--- src/rtl/luna_isa_pkg.sv ---
// Shared ISA definitions for the Luna control path: FSM states, instruction
// field positions and the ALU control bundle decoded from a C-instruction.
package luna_isa_pkg;

    localparam int INSTR_W = 16;

    typedef enum logic [1:0] {
        FETCH   = 2'd0,
        EXECUTE = 2'd1,
        HALT    = 2'd2
    } state_t;

    localparam int BIT_CI  = 15;
    localparam int BIT_A   = 12;
    localparam int BIT_ZX  = 11;
    localparam int BIT_NX  = 10;
    localparam int BIT_ZY  = 9;
    localparam int BIT_NY  = 8;
    localparam int BIT_F   = 7;
    localparam int BIT_NO  = 6;
    localparam int BIT_DA  = 5;
    localparam int BIT_DD  = 4;
    localparam int BIT_DM  = 3;
    localparam int BIT_JLT = 2;
    localparam int BIT_JEQ = 1;
    localparam int BIT_JGT = 0;

    typedef struct packed {
        logic zx;
        logic nx;
        logic zy;
        logic ny;
        logic f;
        logic no;
    } alu_ctrl_t;

    function automatic alu_ctrl_t decode_alu_ctrl(input logic [INSTR_W-1:0] instr);
        alu_ctrl_t c;
        c.zx = instr[BIT_ZX];
        c.nx = instr[BIT_NX];
        c.zy = instr[BIT_ZY];
        c.ny = instr[BIT_NY];
        c.f  = instr[BIT_F];
        c.no = instr[BIT_NO];
        return c;
    endfunction

endpackage

--- src/rtl/luna_alu.sv ---
// Hack-style ALU: zero/negate each operand, add or AND, optionally negate
// the result; reports zero and negative flags of the final output.
module luna_alu
    import luna_isa_pkg::*;
(
    input  logic [INSTR_W-1:0] x,
    input  logic [INSTR_W-1:0] y,
    input  logic               zx,
    input  logic               nx,
    input  logic               zy,
    input  logic               ny,
    input  logic               f,
    input  logic               no,
    output logic [INSTR_W-1:0] out,
    output logic               zr,
    output logic               ng
);

    logic [INSTR_W-1:0] x1;
    logic [INSTR_W-1:0] x2;
    logic [INSTR_W-1:0] y1;
    logic [INSTR_W-1:0] y2;
    logic [INSTR_W-1:0] r;

    always_comb begin
        x1  = zx ? '0 : x;
        x2  = nx ? ~x1 : x1;
        y1  = zy ? '0 : y;
        y2  = ny ? ~y1 : y1;
        r   = f ? (x2 + y2) : (x2 & y2);
        out = no ? ~r : r;
        zr  = (out == '0);
        ng  = out[INSTR_W-1];
    end

endmodule

--- src/rtl/luna_cpu_control.sv ---
// Two-cycle fetch/execute controller: reads an instruction from a synchronous
// ROM, drives the A/D/M write port and advances or redirects the PC.
//
// state   | meaning
// --------+-------------------------------------------------------------
// FETCH   | rom_addr=pc presented, no writes; halt_req diverts to HALT
// EXECUTE | rom_data holds instruction; write enables live, pc updates
// HALT    | halted=1, pc frozen until halt_req drops
module luna_cpu_control
    import luna_isa_pkg::*;
#(
    parameter int PC_W    = 15,
    parameter int MADDR_W = 13
) (
    input  logic                clk,
    input  logic                rst,
    output logic [PC_W-1:0]     rom_addr,
    input  logic [INSTR_W-1:0]  rom_data,
    output logic [MADDR_W-1:0]  mem_addr,
    input  logic [INSTR_W-1:0]  reg_a_in,
    input  logic [INSTR_W-1:0]  reg_d_in,
    input  logic [INSTR_W-1:0]  reg_m_in,
    output logic [INSTR_W-1:0]  data_out,
    output logic                reg_a_en,
    output logic                reg_d_en,
    output logic                reg_m_en,
    input  logic                halt_req,
    output logic                halted,
    output logic [31:0]         retired
);

    state_t             state;
    state_t             state_next;
    logic [PC_W-1:0]    pc;
    logic [PC_W-1:0]    pc_next;

    logic               is_c;
    alu_ctrl_t          alu_ctrl;
    logic [INSTR_W-1:0] alu_y;
    logic [INSTR_W-1:0] alu_out;
    logic               alu_zr;
    logic               alu_ng;
    logic               jump_taken;
    logic [INSTR_W-1:0] decoded_data;

    always_comb begin
        is_c     = rom_data[BIT_CI];
        alu_ctrl = decode_alu_ctrl(rom_data);
        alu_y    = rom_data[BIT_A] ? reg_m_in : reg_a_in;
    end

    luna_alu u_alu (
        .x   (reg_d_in),
        .y   (alu_y),
        .zx  (alu_ctrl.zx),
        .nx  (alu_ctrl.nx),
        .zy  (alu_ctrl.zy),
        .ny  (alu_ctrl.ny),
        .f   (alu_ctrl.f),
        .no  (alu_ctrl.no),
        .out (alu_out),
        .zr  (alu_zr),
        .ng  (alu_ng)
    );

    // Jump target is the A value seen during EXECUTE, before any A write lands.
    always_comb begin
        jump_taken = is_c &&
                     ((rom_data[BIT_JLT] && alu_ng) ||
                      (rom_data[BIT_JEQ] && alu_zr) ||
                      (rom_data[BIT_JGT] && !alu_ng && !alu_zr));
        pc_next    = jump_taken ? reg_a_in[PC_W-1:0] : pc + PC_W'(1);
        decoded_data = is_c ? alu_out : {1'b0, rom_data[INSTR_W-2:0]};
    end

    always_ff @(posedge clk) begin
        if (rst) begin
            state <= FETCH;
        end else begin
            state <= state_next;
        end
    end

    always_ff @(posedge clk) begin
        if (rst) begin
            pc      <= '0;
            retired <= '0;
        end else if (state == EXECUTE) begin
            pc      <= pc_next;
            retired <= retired + 32'd1;
        end
    end

    always_comb begin
        state_next = state;
        case (state)
            FETCH:   state_next = halt_req ? HALT : EXECUTE;
            EXECUTE: state_next = FETCH;
            HALT:    state_next = halt_req ? HALT : FETCH;
            default: state_next = FETCH;
        endcase
    end

    always_comb begin
        reg_a_en = 1'b0;
        reg_d_en = 1'b0;
        reg_m_en = 1'b0;
        halted   = (state == HALT);
        data_out = rst ? '0 : decoded_data;
        if (state == EXECUTE && !rst) begin
            reg_a_en = is_c ? rom_data[BIT_DA] : 1'b1;
            reg_d_en = is_c && rom_data[BIT_DD];
            reg_m_en = is_c && rom_data[BIT_DM];
        end
    end

    assign rom_addr = pc;
    assign mem_addr = reg_a_in[MADDR_W-1:0];

endmodule

--- config.mk ---
export PLATFORM = sky130hd
export DESIGN_NAME = luna_cpu_control
export DESIGN_NICKNAME = d
export VERILOG_FILES = /design/src/rtl/luna_isa_pkg.sv /design/src/rtl/luna_alu.sv /design/src/rtl/luna_cpu_control.sv
export SDC_FILE = /design/constraint.sdc
export NUM_CORES = 1
export LEC_CHECK = 0
export CAP_MARGIN = 20
export CORE_UTILIZATION = 48
export DETAILED_ROUTE_END_ITERATION = 16
export HOLD_SLACK_MARGIN = 0.05
export PLACE_DENSITY = 0.82
export SLEW_MARGIN = 25
export SYNTH_ARGS = -nofsm -noshare
export SYNTH_HDL_FRONTEND = slang
export SYNTH_SLANG_ARGS = --single-unit
--- constraint.sdc ---
create_clock -name clk -period 6.3 [get_ports clk]
set_input_delay 0.945 -clock clk [delete_from_list [all_inputs] [get_ports clk]]
set_output_delay 0.945 -clock clk [all_outputs]
set_load 0.05 [all_outputs]
==> impl_metrics.py, run 1 <==
metrics = {
    "status": {
        "status": "finished clean",
    },
    "clocking": {
        "cts_hold_buf": 0,
        "cts_made_buffers": 5,
        "post-cts-setup-buffers": 0,
        "cts_tree": "done",
        "cts-root-buf": "clkbuf_8",
        "cts_sinks": 49,
        "cts_buffer_depth": 2,
        "htreeDepth": 2,
        "clk_latency_ns": 0.30,
        "clk_pin_slew_ns": 0.09,
        "ctsResizeCount": 0,
    },
    "drt": {
        "wl_per_cell_um": 16.0,
        "dr.pass1.iters": 5,
        "drc": 0,
        "avgViaCountPerCell": 5.76,
        "drt_wl_total_mm": 14.4,
        "drtIter0Drc": 303,
        "ant_nets": 0,
        "vias": 5158,
    },
    "power_and_ir_drop": {
        "combPwrFrac_pct": 53.7,
        "p_int_mw": 0.651,
        "switching_share_pct": 42.8,
        "leakagePower_nw": 2.38,
        "power_switching_mw": 0.487,
        "p_total_mw": 1.14,
        "peakVddDrop_mv": 0.122,
        "power_frac_clock_pct": 17.1,
        "power.density_nw_per_um2": 178,
        "power_frac_seq_pct": 29.2,
    },
    "synthesis": {
        "synthDistinctLibCells": 61,
        "avgSynthCellArea_um2": 7.35,
        "yosysSeqAreaShare_pct": 20.6,
        "synth_edf_count": 0,
        "syn-num-nets": 735,
        "netlist_top_cells_area": "dfxtp_1 21%, xor2_1 7.2%, nor2_1 6.4%",
        "synth_flop_cell": "dfxtp_1",
        "syn_inst": 649,
        "ys_warn_count": 0,
        "yosysTopAreaCellShare_pct": 20.6,
        "synth.most_common_cell": "nor2_1",
        "async_reset_ff_share_pct": 0,
        "syn-cell-area_um2": 4770,
        "synth.largest_area_cell": "dfxtp_1",
        "synthTopCellsByCount": "81 x nor2_1, 64 x nand2_1, 49 x dfxtp_1, 42 x nand3_1, 39 x xor2_1",
        "synth-seq-cells": 49,
    },
    "worst_setup_path": {
        "r2r_cells": 9,
        "cp.arrival_ns": 4.83,
        "cp-end-kind": "primary output",
        "cp_max_fo": 7,
        "critPathKind": "input pin to primary output",
        "slowest_stage": "clkdlybuf4s50_1",
        "crit_path_cell_trace": "clkdlybuf4s50_1 > mux2i_1 > nor2_1 > xor2_1 > ha_1 > a211oi_1 > o211ai_1 > a21oi_1 > o22ai_1 > o21ai_0 > or4b_2 > and2_1 > buf_4",
        "crit_required_ns": 5.35,
        "startpoint_type": "input pin",
        "critPathCapture": "data_out[15]",
        "worstReg2RegStart": "state[0]",
        "reg2reg_to": "retired[29]",
        "cp_slowest_stage_delay_ns": 0.69,
        "reg2reg_slack_ns": 3.48,
        "worstSetupStartpoint": "rom_data[12]",
    },
    "sta": {
        "tightest_slew_ns": 0.933,
        "rsz0062_at_grt": "no",
        "setup_slack_ns": 0.526,
        "slew_headroom_pct": 37.8,
        "fin_setup_tns_ns": 0,
        "finalSetupViolations": 0,
        "period_minus_slack_ns": 5.77,
        "drv_slew": 0,
        "period_share_pct": 91.7,
        "timing.fmax_mhz": 173,
        "skew_ns": 0.00994,
        "hold_violations": 0,
    },
    "placement": {
        "place_worst_setup_slack_ns": 0.504,
        "place_hpwl_mm": 11.3,
        "post_dp_cell_area_um2": 6280,
        "port_buffers": 146,
        "gp_congestion": 1.04,
    },
    "run": {
        "maxCapViolCount": 0,
    },
    "worst_hold_path": {
        "worstHoldPathType": "flip-flop to flip-flop",
    },
    "global_routing": {
        "grt_pass1_wl_mm": 22.7,
        "overflow": 0,
        "antenna_found_initial": 0,
        "grt_usage_pct": 27.4,
        "grt_max_degree": 47,
        "grt_pass1_vias": 4796,
    },
    "floorplan": {
        "dieArea_um2": 10300,
        "die_w_um": 102,
        "start_util_pct": 49.3,
        "core_region_area_um2": 9680,
        "rows": 36,
        "die_y_um": 102,
        "ioPinCount": 147,
    },
    "layout": {
        "drive_gt1_share_pct": 5.51,
        "fin_nets": 847,
        "design_area_um2": 6370,
        "insertedDiodeCount": 0,
        "nFillCells": 833,
        "syn_to_final_growth_pct": 33.7,
    },
}
[sequential cells by signal, indices dropped and copies added, names as in the netlist]
| signal | cells |
|---|---|
| rom_addr | 15 |
| retired | 32 |
| state | 2 |
[power by group through the flow]
stage	clock, mW	combinational (mW)	sequential (mW)
finish	0.195	0.611	0.332
global route	0.210	0.655	0.334
CTS	0.197	0.603	0.331
detailed placement	0	0.600	0.339
global placement	0	0.591	0.338
floorplan	0	0.392	0.365
[layout by cell type (no fill, tap or decap), types with 21 or more instances in the layout]
master / n
dfxtp_1: 49
xnor2_1: 29
or3_1: 21
clkdlybuf4s50_1: 133
nand2_1: 64
a21oi_1: 29
nand3_1: 42
nand2b_1: 23
nor2_1: 81
mux2i_1: 30
xor2_1: 39
[through the flow]
step                utilization [%]  cells  hold slack [ns]
floorplan                         -    649            0.426
global placement               64.8    887            0.457
detailed placement             64.8    887            0.477
CTS                            65.8    895            0.491
global route                   65.8    895            0.514
finish                         65.8    895            0.490
[worst min-delay path by stage]
stage	startpoint	endpoint	slack, ns	depth (start not counted)
2_1_floorplan	state[1]	state[0]	0.43	1
3_3_place_gp	state[1]	state[0]	0.46	1
3_5_place_dp	retired[31]	retired[31]	0.48	2
4_1_cts	retired[31]	retired[31]	0.49	2
5_1_grt	retired[31]	retired[31]	0.51	2
6_report	retired[31]	retired[31]	0.49	2
[per-layer routing]
layer / wire length [um] / share of wire, % / vias to the layer above / global-route usage (%)
li1: - / - / 2523 / -
met1: 6140 / 43 / 2411 / 35.7
met2: 6950 / 48 / 204 / 47.1
met5: 0 / 0 / - / 0
met3: 1060 / 7.4 / 20 / 4.21
met4: 208 / 1.4 / 0 / 6.69
[worst max-delay path, delay by kind of cell]
kind	cells	cell delay [ns]
buffers and inverters	2	0.88
and+or+nand+nor	3	0.97
muxes	1	0.23
adders and majority gates	1	0.31
xor gates and xnor gates	1	0.25
AOI/OAI and AO/OA	5	1.24
[area by class of cell]
type / instances / area (um2) / share of cell area [%]
Tap cell: 133 / 166 / 2.61
Sequential cell: 49 / 981 / 15.4
Clock inverter: 3 / 26.3 / 0.412
Clock buffer: 5 / 68.8 / 1.08
Timing Repair Buffer: 156 / 1590 / 24.9
Multi-Input combinational cell: 546 / 3530 / 55.4
Inverter: 3 / 11.3 / 0.177
[cell families after synthesis]
| logic type | synth area share [%] |
|---|---|
| DFF | 20.6 |
| AOI/OAI and AO/OA | 18.3 |
| xor gates and xnor gates | 12.5 |
| buffers and inverters | 5.64 |
| adders and majority gates | 5.14 |
| and+or+nand+nor | 31.1 |
| muxes | 6.77 |
(Power assumes the default switching activity.)
==> inputs of run 2 (changes only) <==
--- a/config.mk
+++ b/config.mk
@@ -6,10 +6,10 @@
 export NUM_CORES = 1
 export LEC_CHECK = 0
 export CAP_MARGIN = 20
-export CORE_UTILIZATION = 48
+export CORE_UTILIZATION = 44
 export DETAILED_ROUTE_END_ITERATION = 16
 export HOLD_SLACK_MARGIN = 0.05
-export PLACE_DENSITY = 0.82
+export PLACE_DENSITY = 0.79
 export SLEW_MARGIN = 25
 export SYNTH_ARGS = -nofsm -noshare
 export SYNTH_HDL_FRONTEND = slang
==> constraint.sdc (replaced) <==
create_clock -name clk -period 5 [get_ports clk]
set_input_delay 0.75 -clock clk [delete_from_list [all_inputs] [get_ports clk]]
set_output_delay 0.75 -clock clk [all_outputs]
set_load 0.05 [all_outputs]
==> run 2 against run 1 <==
  * Total power grew 38%
  * Die area grew 8.9%
  * Largest cell class unchanged
  * Highest routed layer unchanged
  * Via count grew 2.9%
  * Setup slack lost 0.29 ns
  * Cell count grew 6.4%
  * First-iteration DRC count grew 4.3%
  * Non-clock buffer count grew 54
  * Critical path depth grew 2
==> impl_metrics.py, run 2 (synthesis results as in run 1) <==
metrics = {
    "layout": {
        "stdcell_count": 952,
        "top_register": "retired",
        "multi_input_area_um2": 3580,
        "seqCellArea_um2": 981,
        "final_common_cell": "clkdlybuf4s50_1",
        "syn_to_final_growth_pct": 45.0,
        "mostFrequentLayoutCells": "127 x clkdlybuf4s50_1, 80 x nor2_1, 66 x buf_4",
        "nFillCells": 903,
        "insertedDiodeCount": 0,
        "fin_nets": 901,
        "drive_gt1_share_pct": 13.5,
        "largest_reg_flops": 32,
    },
    "drt": {
        "wl_per_cell_um": 16.0,
        "drt_wl_total_mm": 15.2,
        "drtIter0Drc": 316,
        "drc": 0,
        "ant_nets": 0,
        "vias": 5308,
        "dr.pass1.iters": 5,
        "avgViaCountPerCell": 5.58,
    },
    "floorplan": {
        "dieArea_um2": 11300,
        "die_y_um": 106,
        "die_w_um": 106,
        "rows": 37,
        "ioPinCount": 147,
        "start_util_pct": 45.8,
        "core_region_area_um2": 10400,
    },
    "clocking": {
        "cts_tree": "done",
        "cts_sinks": 49,
        "cts-root-buf": "clkbuf_8",
        "cts_hold_buf": 0,
        "cts_buffer_depth": 2,
        "clk_pin_slew_ns": 0.09,
        "cts_made_buffers": 5,
        "clk_latency_ns": 0.31,
        "htreeDepth": 2,
    },
    "worst_setup_path": {
        "cp.arrival_ns": 4.01,
        "startpoint_type": "input pin",
        "r2r_cells": 8,
        "cp-end-kind": "primary output",
        "crit_required_ns": 4.25,
        "worstReg2RegStart": "state[0]",
        "critPathKind": "input pin to primary output",
        "reg2reg_slack_ns": 2.12,
        "reg2reg_to": "retired[25]",
        "cp_max_fo": 4,
    },
    "worst_hold_path": {
        "whs_endpoint": "state[0]",
        "hp-start": "state[1]",
        "min_path_cells": 1,
        "worstHoldPathType": "flip-flop to flip-flop",
    },
    "sta": {
        "tightest_slew_ns": 0.934,
        "hold_violations": 0,
        "period_share_pct": 95.3,
        "timing.fmax_mhz": 210,
        "period_minus_slack_ns": 4.76,
        "skew_ns": 0.0131,
        "finalSetupViolations": 0,
        "drv_slew": 0,
        "rsz0062_at_grt": "yes",
        "slew_headroom_pct": 37.7,
    },
    "global_routing": {
        "grt_max_degree": 66,
        "grt_pass1_vias": 5176,
        "antenna_found_initial": 0,
        "overflow": 0,
        "grt_usage_pct": 27.6,
        "grt_pass1_wl_mm": 25.2,
    },
    "placement": {
        "port_buffers": 146,
        "gp_congestion": 0.926,
        "dp_cells": 943,
        "place_hpwl_mm": 12.4,
    },
    "power_and_ir_drop": {
        "power.density_nw_per_um2": 226,
        "p_total_mw": 1.57,
        "peakVddDrop_mv": 0.115,
        "leakagePower_nw": 2.68,
    },
    "run": {
        "maxCapViolCount": 0,
    },
    "status": {
        "status": "finished clean",
    },
}
==> run 2: changes by cell type in the layout (fill, tap and decap cells not counted), moves of 2 or more <==
cell             before  now
a21oi_2               0    2
ha_2                  0    3
a211oi_1              8    6
a21oi_1              29   27
buf_4                15   66
buf_12                7   14
ha_1                 18   15
clkdlybuf4s50_1     133  127
==> run 2: report_power, final <==
part           switching (mW)  internal [mW]  leakage, nW
sequential             0.0161          0.402        0.396
clock                   0.145          0.102       0.0423
combinational           0.490          0.411         2.24
==> run 2: final cells by class <==
class,instances,share of cell area [%]
Clock buffer,5,0.995
Sequential cell,49,14.2
Clock inverter,3,0.380
Multi-Input combinational cell,546,51.8
Tap cell,136,2.46
Timing Repair Buffer,210,30.0
Inverter,3,0.163
==> run 2: repair_timing <==
item / in CTS / in global routing
pin swaps: 1 / 2
endpoints found under the setup margin: 11 / 15
gates resized for setup: 4 / 10
setup buffers: 1 / 0
==> run 2: critical path, stage by stage <==
cell	delay, ns
clkdlybuf4s50_1	0.50
mux2i_1	0.08
nor2_1	0.15
xor2_1	0.24
ha_1	0.31
a211oi_4	0.28
o211ai_1	0.21
buf_4	0.20
a21o_1	0.17
a21o_1	0.16
a31oi_1	0.22
xor2_1	0.30
o21a_1	0.17
nor2_1	0.07
buf_12	0.20
==> run 2: per-stage QoR <==
stage	setup TNS [ns]	util (%)	cell area, um2	hold slack (ns)	worst slack [ns]
2_1_floorplan	0	-	4780	0.426	0.0182
3_3_place_gp	-2.73	64.9	6760	0.458	-0.238
3_5_place_dp	-5.23	64.9	6760	0.470	-0.392
4_1_cts	0	66.0	6880	0.486	0.0548
5_1_grt	-0.00656	66.4	6920	0.518	-0.00656
6_report	0	66.4	6920	0.484	0.237
==> run 2: worst max-delay path by stage <==
stage,from,endpoint,slack (ns),cells after the start
2_1_floorplan,rom_data[12],rom_addr[10],0.02,18
3_3_place_gp,rom_data[12],rom_addr[1],-0.24,17
3_5_place_dp,rom_data[12],rom_addr[9],-0.39,18
4_1_cts,rom_data[9],data_out[15],0.05,13
5_1_grt,rom_data[11],data_out[10],-0.007,15
6_report,reg_a_in[1],data_out[13],0.24,15
==> run 2: metal layers <==
layer / vias to the layer above / track usage, % / share of wire (%)
met5: - / 0 / 0
met4: 0 / 7.84 / 1.8
met2: 149 / 47.5 / 49
met3: 19 / 3.19 / 4.3
li1: 2639 / - / -
met1: 2501 / 36.0 / 45
